### src/rtl/minbd_pkg.sv
// Shared MinBD router definitions: flit flag positions, port order and LFSR taps.
package minbd_pkg;

  localparam int FLIT_W_DEF     = 11;
  localparam int VLD_BIT_DEF    = 10;
  localparam int GOLD_BIT_DEF   = 9;
  localparam int SILVER_BIT_DEF = 8;

  typedef enum logic [1:0] {
    PORT_N = 2'd0,
    PORT_S = 2'd1,
    PORT_E = 2'd2,
    PORT_W = 2'd3
  } port_e;

  // x^8 + x^6 + x^5 + x^4 + 1 mapped onto state bits 7, 5, 4, 3
  localparam logic [7:0] LFSR_TAPS = 8'hB8;

  function automatic logic [7:0] lfsr_next(input logic [7:0] s);
    return {s[6:0], ^(s & LFSR_TAPS)};
  endfunction

endpackage

### src/rtl/rr_first_find.sv
// Combinational cyclic priority finder: first set bit of elig scanning from start upward, wrapping.
module rr_first_find #(
  parameter int N  = 4,
  parameter int IW = 2
) (
  input  logic [N-1:0]  elig,
  input  logic [IW-1:0] start,
  output logic [IW-1:0] winner,
  output logic          found
);

  // Scan downward so the nearest index to start is the last one written.
  always_comb begin
    winner = '0;
    found  = 1'b0;
    for (int k = N - 1; k >= 0; k--) begin
      if (elig[(int'(start) + k) % N]) begin
        winner = IW'((int'(start) + k) % N);
        found  = 1'b1;
      end
    end
  end

endmodule

### src/rtl/silver_flit_sel.sv
// Registered silver-flit selector: nominates one valid non-golden flit per cycle, 1-cycle latency.
// No backpressure; en=0 freezes every register and ignores flit_in.
module silver_flit_sel
  import minbd_pkg::*;
#(
  parameter int         PORTS      = 4,
  parameter int         FLIT_W     = FLIT_W_DEF,
  parameter int         VLD_BIT    = VLD_BIT_DEF,
  parameter int         GOLD_BIT   = GOLD_BIT_DEF,
  parameter int         SILVER_BIT = SILVER_BIT_DEF,
  parameter int         MODE       = 0,
  parameter logic [7:0] LFSR_SEED  = 8'hA5,
  localparam int        IW         = (PORTS > 2) ? $clog2(PORTS) : 1
) (
  input  logic                    clk,
  input  logic                    rst_n,
  input  logic                    en,
  input  logic [PORTS*FLIT_W-1:0] flit_in,
  output logic [PORTS*FLIT_W-1:0] flit_out,
  output logic                    silver_vld,
  output logic [IW-1:0]           silver_idx,
  output logic [15:0]             sel_cnt
);

  logic [PORTS-1:0]        w_elig;
  logic [IW-1:0]           w_start;
  logic [IW-1:0]           w_winner;
  logic [IW-1:0]           w_ptr_nxt;
  logic                    w_found;
  logic [PORTS*FLIT_W-1:0] w_flit_nxt;

  logic [PORTS*FLIT_W-1:0] r_flit_out;
  logic                    r_silver_vld;
  logic [IW-1:0]           r_silver_idx;
  logic [IW-1:0]           r_ptr;
  logic [7:0]              r_lfsr;
  logic [15:0]             r_sel_cnt;

  always_comb begin
    w_elig = '0;
    for (int i = 0; i < PORTS; i++)
      w_elig[i] = flit_in[i*FLIT_W + VLD_BIT] & ~flit_in[i*FLIT_W + GOLD_BIT];
  end

  // Out-of-range LFSR start values fold to port 0 for non-power-of-two PORTS.
  always_comb begin
    w_start = r_ptr;
    if (MODE == 1) begin
      w_start = r_lfsr[IW-1:0];
      if (int'(r_lfsr[IW-1:0]) >= PORTS)
        w_start = '0;
    end
  end

  rr_first_find #(
    .N  (PORTS),
    .IW (IW)
  ) u_find (
    .elig   (w_elig),
    .start  (w_start),
    .winner (w_winner),
    .found  (w_found)
  );

  // Incoming silver flags are per-router and always rewritten here.
  always_comb begin
    w_flit_nxt = flit_in;
    for (int i = 0; i < PORTS; i++)
      w_flit_nxt[i*FLIT_W + SILVER_BIT] = w_found && (w_winner == IW'(i));
  end

  assign w_ptr_nxt = (int'(w_winner) == PORTS - 1) ? '0 : w_winner + 1'b1;

  always_ff @(posedge clk or negedge rst_n) begin
    if (!rst_n) begin
      r_flit_out   <= '0;
      r_silver_vld <= 1'b0;
      r_silver_idx <= '0;
      r_ptr        <= '0;
      r_lfsr       <= LFSR_SEED;
      r_sel_cnt    <= '0;
    end else if (en) begin
      r_flit_out   <= w_flit_nxt;
      r_silver_vld <= w_found;
      r_silver_idx <= w_winner;
      if (MODE == 0 && w_found)
        r_ptr <= w_ptr_nxt;
      if (MODE == 1)
        r_lfsr <= lfsr_next(r_lfsr);
      if (w_found && r_sel_cnt != 16'hFFFF)
        r_sel_cnt <= r_sel_cnt + 16'd1;
    end
  end

  assign flit_out   = r_flit_out;
  assign silver_vld = r_silver_vld;
  assign silver_idx = r_silver_idx;
  assign sel_cnt    = r_sel_cnt;

endmodule

### config.mk
export PLATFORM = sky130hd
export DESIGN_NAME = silver_flit_sel
export DESIGN_NICKNAME = d
export VERILOG_FILES = /design/src/rtl/minbd_pkg.sv /design/src/rtl/rr_first_find.sv /design/src/rtl/silver_flit_sel.sv
export SDC_FILE = /design/constraint.sdc
export NUM_CORES = 1
export LEC_CHECK = 0
export ABC_AREA = 0
export CAP_MARGIN = 15
export CORE_MARGIN = 2
export CORE_UTILIZATION = 39
export CTS_CLUSTER_DIAMETER = 120
export DETAILED_ROUTE_END_ITERATION = 6
export GPL_ROUTABILITY_DRIVEN = 0
export PLACE_DENSITY = 0.76
export SYNTH_ARGS = -nofsm -noshare
export SYNTH_HDL_FRONTEND = slang
export SYNTH_SLANG_ARGS = --single-unit
export TNS_END_PERCENT = 20
### constraint.sdc
create_clock -name clk -period 2 [get_ports clk]
set_input_delay 0.4 -clock clk [delete_from_list [all_inputs] [get_ports clk]]
set_output_delay 0.4 -clock clk [all_outputs]
set_load 0.02 [all_outputs]
## Word-level counts from Yosys, hierarchy flattened

Cells that the tools add are included.

- Register bits: 65
- Output and inout bits: 63

- Add/subtract/negate cells: 5
- Order comparisons: 4
- Eq/ne operators: 5
- Muxes and demuxes: 20
- Bitwise logic cells: 11
- Reduce and logical (&&, ||, !) cells: 11

Operators with widths:

| cell | number |
|---|---|
| $add 16x1->16 const B | 1 |
| $ne 16x16->1 const B | 1 |
| $lt 3x4->1 const B | 3 |
| $mux 1 | 11 |
| $mux 2 | 5 |
| $bmux 1 s2 | 4 |
| $reduce_or 2->1 | 3 |
| $logic_and 1x1->1 | 5 |
| $add 2x1->2 const B | 2 |
| $add 2x2->2 const B | 2 |
| $and 1x1->1 | 4 |
| $eq 2x1->1 const B | 2 |
| $eq 2x2->1 const B | 2 |
| $not 1->1 | 4 |
| $reduce_and 2->1 | 2 |
| $and 1x1->1 const A | 3 |
| $lt 2x3->1 const B | 1 |
| $logic_not 2->1 | 1 |

## Logic depth before layout (Yosys ltp)

- Depth in word-level cells: 12
- Mapped depth: 7
- Depth with buffers taken out: 7

## Hierarchy

A second synthesis with hierarchy kept.

- Cell total of the unflattened synthesis: 207
- Area, all modules: 2792.7 µm²

Modules (own cells, without submodules):

| module | instances | cells an instance | area an instance (µm²) | sequential area each (µm²) |
|---|---|---|---|---|
| silver_flit_sel | 1 | 194 | 2715.1 | 1626.6 |
| rr_first_find | 1 | 13 | 77.6 | 0.0 |

## Least setup slack after synthesis

OpenSTA, ideal clock, no wires.

- Path kind: register to register
- Start: register r_sel_cnt[0], in the netlist sel_cnt[0]
- End: register r_sel_cnt[3], in the netlist sel_cnt[3]
- Library setup time: 0.132 ns
- Data arrival time: 1.972 ns
- Required time: 1.868 ns
- Slack: -0.104 ns
- Stages on the path, launching flop included: 8
- Path through: dfrtp_1 -> ha_1 -> nand3_1 -> or4_1 -> and2_1 -> buf_6 -> and4_1 -> xor2_1

- Word-level cells in the longest chain between the ends: 3
- Elaborated cells between the ends (all ways): 4
- Classes of those cells: add/sub (1); eq/ne (1); reduce/logical (2)

Ends and longest elaborated chain:

| element | RTL line | source |
|---|---|---|
| from (decl) | silver_flit_sel.sv:37 | `logic [15:0] r_sel_cnt;` |
| from (signal assigned) | silver_flit_sel.sv:91 | `r_sel_cnt <= r_sel_cnt + 16'd1;` |
| branches (longest 3 deep; another with $add 16x1->16) | -- |  |

Parallel ways; which one is timed is not known.
A chain may end at the register's enable or synchronous reset.

## Worst setup path after layout

- Start: input port flit_in[42]
- End: register r_sel_cnt[15], in the netlist sel_cnt[15]

- Word-level cells in the longest chain between the ends: 11
- Elaborated cells between the ends (all ways): 19
- Classes of those cells: mux (15); bitwise (2); reduce/logical (2)

Ends and longest elaborated chain:

| element | RTL line | source |
|---|---|---|
| from (decl) | silver_flit_sel.sv:18 | `input logic [PORTS*FLIT_W-1:0] flit_in,` |
| $not 1->1 (*) | silver_flit_sel.sv:42 | `w_elig[i] = flit_in[i*FLIT_W + VLD_BIT] & ~flit_in[i*FLIT_W + GOLD_BIT];` |
| $and 1x1->1 (*) | silver_flit_sel.sv:42 |  |
| $bmux 1 s2 | rr_first_find.sv:17 | `if (elig[(int'(start) + k) % N]) begin` |
| $mux 1 (not written as such) (2 in a row) | rr_first_find.sv:17 |  |
| $mux 1 (3 in a row) | rr_first_find.sv:17 |  |
| $mux 1 (*) | rr_first_find.sv:17 |  |
| $logic_and 1x1->1 (*) | silver_flit_sel.sv:90 | `if (w_found && r_sel_cnt != 16'hFFFF)` |
| $reduce_and 2->1 (no line) (*) | -- |  |

Every way passes the cells marked *; elsewhere a longest branch is shown, timed or not. The select of a mux whose other input is x is not followed.

==> impl_metrics.csv <==
group,metric,value,unit
timing,rsz0062_at_grt,"yes",
clock_tree,cts_hold_buf,0,
timing,setup_viol,0,
clock_tree,clk_latency,320,ps
die,core-area,0.00676,sq mm
critical_path,worstSetupStartpointType,"primary input",
critical_path,r2r_cells,5,
route,drcViolationCount,0,
cells_and_area,syn_to_final_growth,53.8,%
timing,hold_viol,0,
clock_tree,ctsResizeCount,0,
die,chipHeight,87.4,um
route,first_pass_iters,4,
clock_tree,cts_tree,"done",
critical_path,r2r-start,"sel_cnt[14]",
global_route,grt_pass1_vias,2068,
clock_tree,cts_buffers,9,
critical_path,reg2reg_slack,160,ps
clock_tree,post_cts_buffers,0,
route,vias_per_cell,4.87,
synth,ys.flop_type,"dfrtp_1",
critical_path,cp_data_required_time,2240,ps
critical_path,critPathKind,"primary input to flip-flop",
critical_path,cp_max_fo,5,
place,dp_hpwl,4270,um
clock_tree,cts.sinks,65,
cells_and_area,fillers,551,
cells_and_area,layout_commonest_cell,"clkdlybuf4s50_1",
place,numPortBuffers,105,
global_route,grt_max_degree,44,
clock_tree,ctsRootBufferMaster,"clkbuf_8",
die,die_area,0.00764,sq mm
critical_path,crit_end,"sel_cnt[15]",
die,io_pins,110,
power,p_leak,1.78,nW
timing,period_needed,1900,ps
cells_and_area,final_core_util,61.7,%
global_route,gr-usage-all-layers,16.3,%
global_route,grt_overflow,0,
cells_and_area,diodes,0,
clock_tree,clk_pin_slew_worst_paths,70,ps
status,status,"completed",
synth,synth-seq-cells,65,
timing,finClkSkew,3.86,ps
synth,avgSynthCellArea,13.7,sq um
place,dp_cells,391,
route,drt_iter0_drc,64,
flow_run,maxCapViolCount,0,
cells_and_area,mostFrequentLayoutCells,"103 x clkdlybuf4s50_1, 63 x dfrtp_1, 43 x mux2_2",
power,power_density,920,mW/mm^2
route,wire_per_inst,14.4,um
synth,synth_seq_area_share,60.0,%
global_route,antenna_found_initial,0,
critical_path,r2r-end,"sel_cnt[3]",
cells_and_area,finalNetCount,374,
route,drt_wl_total,5860,um
timing,slew_headroom,63.7,%
critical_path,critPathCaptureType,"flip-flop",
timing,fmax,0.525,GHz
synth,ys_async_sr_fraction,100,%
clock_tree,clock_path_buffers,2,
timing,holdWs,26.8,ps
synth,synth-edff-count,0,
min_path,hp-class,"primary input to async pin",
timing,slew_viol_final,0,
timing,min_period_over_period,95.2,%
synth,syn_nets,250,
synth,synth_area,0.00271,sq mm
power,ir_drop,0.449,mV
global_route,grt_pass1_wl,9600,um
clock_tree,htreeDepth,3,
route,vias,1981,
critical_path,worstPathArrival,2150,ps
die,rows,30,
die,die_w,87.4,um
cells_and_area,layout.cells.non_filler,407,
route,antenna_left,0,
place,placedInstanceArea,0.00395,sq mm
synth,netlist_instances,198,
die,start_util,40.1,%
synth,ys_types,31,
cells_and_area,postLayoutCellArea,0.00417,sq mm
critical_path,startpoint,"flit_in[42]",
synth,yosys_warnings,0,
cells_and_area,drive_above_1_share,25.1,%
timing,worst_pin_slew,545,ps
==> synthesized netlist by cell type (all sizes together) (3+ instances only) <==
master / n / area share [%]
mux2: 46 / 19
ha: 5 / 2.3
a21oi: 3 / 0.55
nand2b: 7 / 1.6
a22o: 4 / 1.3
xor2: 7 / 2.3
nor3: 3 / 0.55
nand3: 5 / 0.92
nand2: 10 / 1.4
inv: 6 / 0.83
buf: 7 / 1.3
nand4: 5 / 1.2
xnor2: 6 / 1.9
dfrtp: 65 / 60
nor2: 6 / 0.83
==> metal layers <==
layer  share of wire (%)  vias up  GRT usage (%)
met5                   0        -              0
met4                 1.0        0           6.57
met3                 7.1        8           5.59
met2                  48       72           25.1
met1                  44      960           20.9
li1                    -      941              -
==> area by class of cell <==
class                   instances  area (sq um)  area share, %
inverters                       6          22.5          0.540
clock inverters                 6          82.6           1.98
clock buffers                  10           128           3.06
repair buffers                120          1170           28.0
well taps                      80           100           2.40
multi-input cells             120          1040           25.0
flip-flops and latches         65          1630           39.1
==> cell families (layout without fill, tap and decap cells) <==
kind of cell    count (synthesis)  in the layout  synth area share, %
compound gates                 13             13                 3.55
xor+xnor                       13             13                 4.20
buf+inv                        13            142                 2.17
flops                          65             65                 60.0
fa+ha+maj                       5              5                 2.31
mux                            47             47                 19.5
simple gates                   42             42                 8.35
==> power by group <==
| group | internal [mW] | switching [mW] |
|---|---|---|
| combinational | 0.550 | 0.450 |
| sequential | 1.49 | 0.154 |
| clock | 0.696 | 0.494 |
==> how the worst min path moves through the flow <==
stage	from	to	cells past startpoint
final	rst_n	sel_cnt[14]	1
after global routing	rst_n	flit_out[32]	1
after CTS	rst_n	flit_out[10]	1
after detailed placement	rst_n	sel_cnt[14]	1
after global placement	rst_n	sel_cnt[13]	1
after floorplan	rst_n	flit_out[0]	0
==> per-stage QoR <==
| step | power (mW) | TNS, ps | setup slack, ps |
|---|---|---|---|
| 2_1_floorplan | 2.13 | 0 | 60.0 |
| 3_3_place_gp | 2.65 | -2730 | -301 |
| 3_5_place_dp | 2.68 | -3480 | -314 |
| 4_1_cts | 3.88 | 0 | 22.2 |
| 5_1_grt | 4.05 | -8.94 | -8.94 |
| 6_report | 3.84 | 0 | 96.8 |
==> worst max-delay path: stages <==
cell             delay [ps]
clkdlybuf4s50_1         410
nand2b_1                230
a41oi_1                 250
buf_4                   170
nand4_1                 240
nor3_2                  260
xor2_1                  180
==> registers in the layout, indices dropped and copies added (netlist names) <==
register	flops
flit_out	44
sel_cnt	16
r_ptr	2
silver_idx	2
silver_vld	1
(Power assumes the default switching activity.)
==> variant 1: new RTL, same flow settings <==
`FLIT_W_DEF`: 11 -> 22.
--- a/src/rtl/minbd_pkg.sv
+++ b/src/rtl/minbd_pkg.sv
@@ -2,5 +2,5 @@
 package minbd_pkg;
 
-  localparam int FLIT_W_DEF     = 11;
+  localparam int FLIT_W_DEF     = 22;
   localparam int VLD_BIT_DEF    = 10;
   localparam int GOLD_BIT_DEF   = 9;
Ports: changed (resized flit_in and flit_out); port bits go from 110 to 198. No check against the original RTL was run, so the function may have changed too.
==> variant 1 against the original RTL <==
- the run now ends with hold timing left
- fmax grew 2.4%
- synthesized cell count grew 57%
- final area increased by 68%
- die area increased by 61%
- sequential share of layout area barely moved
- total power rose by 66%
- setup slack improved by 0.044 ns
- wire length up 80%
- sequential cell count up 44
- area after synthesis is 64% higher
- clock power up 55%
- non-clock buffer count grew 90
- critical path type is now reg2out
- critical endpoint is now sel_cnt[12]
==> variant 1: results (changes against the original RTL) <==
The flow ran to the end, but the final reports show violations. The checks that failed: hold timing. The end of the worst register-to-register path is flit_out[30]. The count of fill cells added during filler insertion is 901 (+64%). The ratio of cells with drive above 1 in the final layout is 25.2% (+0.11 points). The slack of the worst reg-to-reg path was 0.21 ns (+0.05 ns).

The setup slack after placement was -0.260 ns (+0.0537 ns). The final hold violation count is 9 (+9). The number of buffers inserted during clock tree synthesis is 9 (unchanged).

The DRC marker count from the first detailed-route iteration came to 96 (+50%). The worst vdd rail ir drop came to 0.000550 V (+22%). The routed wire length is 10,500 um (+80%).

The share of the yosys chip area belonging to registers is 61.2% (+1.2 points). The largest fanout on the critical path is 6 (+1). The number of cell instances on the worst register-to-register path is 7 (+2). The half-perimeter wire length after detailed placement was 7870 um (+84%). The compound-gate portion of the synthesized area is 2.58% (-0.97 points).

The share of synthesized flip-flops with an asynchronous set or reset is 100% (unchanged). The clock tree root driver cell is clkbuf_16. After synthesis, the most frequently instantiated cells are dfrtp_1 (109), mux2_2 (86), inv_1 (11), nand2_1 (11), xor2_1 (11). The number of flip-flops under the largest register name is 88 (+100%). The startpoint identified for the worst register-to-register timing path is r_ptr[0]. The number of warnings issued by yosys was 0 (unchanged). Grouping stages by cell kind, the critical path spends the most delay in buffers and inverters. The switching part of the total came out at 29.0% (+0.43 points). The level count of the clock H-tree is 3 (unchanged). The xor-xnor portion of the synthesized cell area is 2.55% (-1.6 points). The adder and majority cell fraction of the synthesized area came out at 1.40% (-0.90 points).

The count of distinct cell types in the synthesized netlist is 36 (+16%). The leakage power is 2.93 nW (+64%). The wire length of the first global-routing pass came out at 17,500 um (+82%). The routing usage on met1 is 21.2% (+0.26 points).

By area the synthesized netlist is led by dfrtp_1 (61%), mux2_2 (22%), xor2_1 (2.2%). The transition at the pin with the smallest max-transition slack is 0.505 ns (-0.0397 ns). The maximum number of buffers from clock root to sink is 2 (unchanged).

The clock transition at the register clock pins on the worst setup and hold paths after CTS came out at 0.07 ns (about the same). The maximum number of pins on one net before global-route repair was 43 (-2.3%). The number of antenna repair diodes came out at 0 (unchanged). The number of global-route vias before repair is 3,520 (+70%).

The global-route met3 utilization is 5.19% (-0.40 points). The arrival time of data at the critical path endpoint came to 1.46 ns (-0.69 ns). The number of vias in the routed layout is 3,244 (+64%). The path class of the lowest-slack min-delay path is in2async. The number of input and output port buffers inserted was 193 (+84%). The number of antenna violations at the first check in global routing is 0 (unchanged).

The net count after synthesis is 406 (+62%). The met2 global-route usage is 29.5% (+4.4 points). The post-layout net count came out at 615 (+64%). The detailed-router iteration count before antenna repair is 4 (unchanged). The clock latency on the worst-skew pair came to 0.34 ns (+0.02 ns).

The share of synthesized area spent on multiplexers is 22.3% (+2.8 points). The largest individual stage delay along the critical path comes from the cell clkdlybuf4s50_1. The final setup skew is 0.00523 ns (+0.00138 ns). The maximum cell stage delay along the critical path was 0.66 ns (+0.25 ns). The smallest hold slack came out at -0.00444 ns (-0.0312 ns). The overall track demand over capacity in global routing was 17.7% (+1.4 points).
variant 1: stage by stage:
step | hold slack, ns | power, W | cells | instance area (um^2)
after floorplan | 0.104 | 0.00357 | 310 | 4460
after global placement | 0.372 | 0.00454 | 651 | 6670
after CTS | 0.00566 | 0.00644 | 667 | 6990
after global routing | 0.0276 | 0.00668 | 667 | 6990
final | -0.00444 | 0.00637 | 667 | 6990
after detailed placement | 0.376 | 0.00459 | 651 | 6670
variant 1: cell families (layout without fill, tap and decap cells):
group	after synthesis	count (layout)
simple gates	57	57
compound gates	15	15
flops	109	109
fa+ha+maj	5	5
mux	88	88
buf+inv	23	237
xor+xnor	13	13
variant 1: power by group through the flow:
stage,Sequential [W],Clock [W],Combinational [W]
floorplan,0.00312,0,0.000448
detailed placement,0.00279,0,0.00180
CTS,0.00275,0.00188,0.00181
global placement,0.00277,0,0.00177
finish,0.00275,0.00184,0.00179
global route,0.00279,0.00198,0.00191
variant 1: timing repair:
| item | 4_1_cts | 5_1_grt |
|---|---|---|
| endpoints found under the setup margin | 0 | 1 |
| buffers inserted | 0 | 0 |
| gates resized for setup | 0 | 1 |
variant 1: worst max path at each step:
stage / from / end / slack, ns / depth (start not counted)
finish: sel_cnt[12] / sel_cnt[12] / 0.14 / 1
global route: flit_in[32] / sel_cnt[7] / 0.01 / 7
CTS: flit_in[32] / flit_out[8] / 0.11 / 9
detailed placement: flit_in[32] / flit_out[8] / -0.26 / 9
global placement: flit_in[32] / flit_out[52] / -0.18 / 9
floorplan: sel_cnt[0] / sel_cnt[1] / 0.14 / 5
variant 1: routing by layer:
| metal | part of all wire (%) | vias to the layer above |
|---|---|---|
| met2 | 49 | 125 |
| met3 | 7.7 | 19 |
| met4 | 2.6 | 0 |
| li1 | - | 1512 |
| met5 | 0 | - |
| met1 | 40 | 1588 |
variant 1: layout make-up:
cell class / instances / area, um^2 / share of cell area, %
tap: 143 / 179 / 2.56
multi-input combinational: 178 / 1640 / 23.4
clock inverter: 4 / 55.1 / 0.788
timing repair buffer: 210 / 2090 / 29.9
clock buffer: 12 / 256 / 3.67
sequential: 109 / 2730 / 39.0
inverter: 11 / 41.3 / 0.591
==> variant 2: new RTL, same settings <==
Made on the original files. Register the output `flit_out` once more, with the module's reset; this adds one clock of latency there. The other outputs are not delayed to match.
--- a/src/rtl/silver_flit_sel.sv
+++ b/src/rtl/silver_flit_sel.sv
@@ -93,5 +93,11 @@
   end
 
-  assign flit_out   = r_flit_out;
+  always_ff @(posedge clk or negedge rst_n) begin
+    if (!rst_n) begin
+      flit_out <= '0;
+    end else begin
+      flit_out <= r_flit_out;
+    end
+  end
   assign silver_vld = r_silver_vld;
   assign silver_idx = r_silver_idx;
Check against the original RTL: not equivalent (a bounded check fails within 4 cycles, from zero or initial values and one cycle with rst_n low).
==> variant 2 against the original RTL <==
- fmax decreased by 0.65%
- sequential cell count up 44
- wire length is 30% higher
- total power rose by 38%
- area after synthesis is 45% higher
- via count rose by 25%
- final area up 32%
- setup slack got worse by 0.012 ns
- critical endpoint is now sel_cnt[10]
==> variant 2: results (changes against the original RTL) <==
The run finished with clean final reports. The clock latency on the worst-skew pair is 0.36 ns (+0.04 ns). The adder and majority cell fraction of the synthesized area came out at 1.59% (-0.72 points). The xor-xnor portion of the synthesized cell area is 2.90% (-1.3 points). The share of the yosys chip area belonging to registers came out at 69.4% (+9.4 points).

The post-layout net count is 437 (+17%). The mean routed wirelength per cell came out at 14.6 um (+1.5%). The detailed-router iteration count before antenna repair was 4 (unchanged). The largest fanout on the critical path came out at 8 (+3).

The worst hold path belongs to the class reg2reg. The maximum cell stage delay along the critical path was 0.66 ns (+0.25 ns). The worst vdd rail ir drop was 0.000706 V (+57%). The switching part of the total came out at 29.6% (+1.0 points). For this design, the slowest cell found on the critical path is clkdlybuf4s50_1. The count of fill cells added during filler insertion came out at 819 (+49%). The ratio of cells with drive above 1 in the final layout came out at 22.6% (-2.5 points). The clock tree root driver cell is clkbuf_8. The number of antenna violations at the first check in global routing came out at 0 (unchanged).

The DRC marker count from the first detailed-route iteration came out at 36 (-44%). The leakage power is 2.37 nW (+33%). The wire length of the first global-routing pass is 13,000 um (+35%). The number of global-route vias before repair is 2,580 (+25%). By area the synthesized netlist is led by dfrtp_1 (69%), mux2_2 (12%), xor2_1 (2.7%). The number of buffers inserted during clock tree synthesis is 9 (unchanged). The share of synthesized area spent on multiplexers came out at 12.7% (-6.8 points). The overall track demand over capacity in global routing came to 14.9% (-1.4 points).

The maximum number of buffers from clock root to sink came to 2 (unchanged). The final setup skew is 0.0124 ns (+0.00858 ns). The level count of the clock H-tree was 3 (unchanged). The compound-gate portion of the synthesized area is 2.93% (-0.62 points). The number of antenna repair diodes was 0 (unchanged). The prevailing post-synth register cell is dfrtp_1. The maximum number of pins on one net before global-route repair came out at 46 (+4.5%). Ranked by instance count, the synthesized netlist is headed by dfrtp_1 (109), mux2_2 (42), xor2_1 (12). The number of warnings issued by yosys is 0 (unchanged). The transition at the pin with the smallest max-transition slack is 0.461 ns (-0.0842 ns). The arrival time of data at the critical path endpoint came out at 1.52 ns (-0.63 ns). The clock transition at the register clock pins on the worst setup and hold paths after CTS is 0.11 ns (+0.04 ns). The share of synthesized flip-flops with an asynchronous set or reset is 100% (unchanged). The post-synthesis instance area is 3930 um^2 (+45%). The number of input and output port buffers inserted came to 105 (unchanged). The half-perimeter wire length after detailed placement is 5400 um (+27%).

The count of distinct cell types in the synthesized netlist is 37 (+19%). The net count after synthesis is 313 (+25%). The number of vias in the routed layout was 2,481 (+25%). The cell family contributing the most delay on the critical path is buffers and inverters.
## variant 2: cell count changes after synthesis, sizes merged, moves of 5 or more
| cell | delta |
|---|---|
| nand2b | -5 |
| o21ai | +5 |
| xnor2 | -5 |
| xor2 | +5 |
| inv | +5 |
| nor4 | +8 |
| dfrtp | +44 |
## variant 2: logic make-up after synthesis
| group | count (synthesis) |
|---|---|
| flops | 109 |
| simple gates | 57 |
| mux | 44 |
| buf+inv | 18 |
| compound gates | 15 |
| xor+xnor | 13 |
| fa+ha+maj | 5 |
## variant 2: worst paths after layout
kind                                     from            to  slack, ns  cells after the start
worst min register to register  r_flit_out[3]   flit_out[3]       0.37                      0
max in group asynchronous               rst_n  flit_out[36]       0.86                      3
worst max register to register       r_ptr[0]      r_ptr[1]       0.13                      6
worst max-delay path              sel_cnt[10]   sel_cnt[10]       0.08                      1
min in group asynchronous               rst_n  flit_out[18]       0.54                      2
worst min-delay path            r_flit_out[3]   flit_out[3]       0.37                      0
## variant 2: repair_timing
| item | in CTS | in global routing |
|---|---|---|
| endpoints found under the setup margin | 0 | 2 |
| setup buffers | 0 | 0 |
| hold buffers | 1 | 0 |
| endpoints found under the hold margin | 32 | 0 |
| resized for setup | 0 | 4 |
## variant 2: final cells by class
class / count / area [um^2] / share of cell area [%]
Sequential cell: 109 / 2730 / 49.7
Timing Repair Buffer: 120 / 1200 / 21.8
Multi-Input combinational cell: 134 / 1150 / 20.9
Tap cell: 133 / 166 / 3.03
Clock buffer: 9 / 124 / 2.26
Clock inverter: 7 / 81.3 / 1.48
Inverter: 11 / 41.3 / 0.753
## variant 2: metrics by stage
stage	util, %	power (W)	instances	setup slack [ns]	instance area, um^2
2_1_floorplan	-	0.00333	261	0.142	3930
3_3_place_gp	53.7	0.00397	506	-0.273	5250
3_5_place_dp	53.7	0.00400	506	-0.288	5250
4_1_cts	55.9	0.00538	523	0.0527	5470
5_1_grt	56.1	0.00560	523	0.00403	5490
6_report	56.1	0.00531	523	0.0843	5490
## variant 2: power by group through the flow
| stage | registers, W | logic [W] | clock network, W |
|---|---|---|---|
| floorplan | 0.00299 | 0.000343 | 0 |
| global placement | 0.00276 | 0.00121 | 0 |
| detailed placement | 0.00277 | 0.00123 | 0 |
| CTS | 0.00273 | 0.00124 | 0.00141 |
| global route | 0.00279 | 0.00132 | 0.00149 |
| finish | 0.00273 | 0.00122 | 0.00136 |
## variant 2: layer usage
metal | part of all wire, % | wire length, um | vias to the layer above | GRT usage (%)
li1 | - | - | 1151 | -
met1 | 44 | 3390 | 1247 | 20.0
met2 | 47 | 3590 | 74 | 22.9
met3 | 7.1 | 539 | 9 | 4.57
met4 | 1.5 | 116 | 0 | 5.21
met5 | 0 | 0 | - | 0
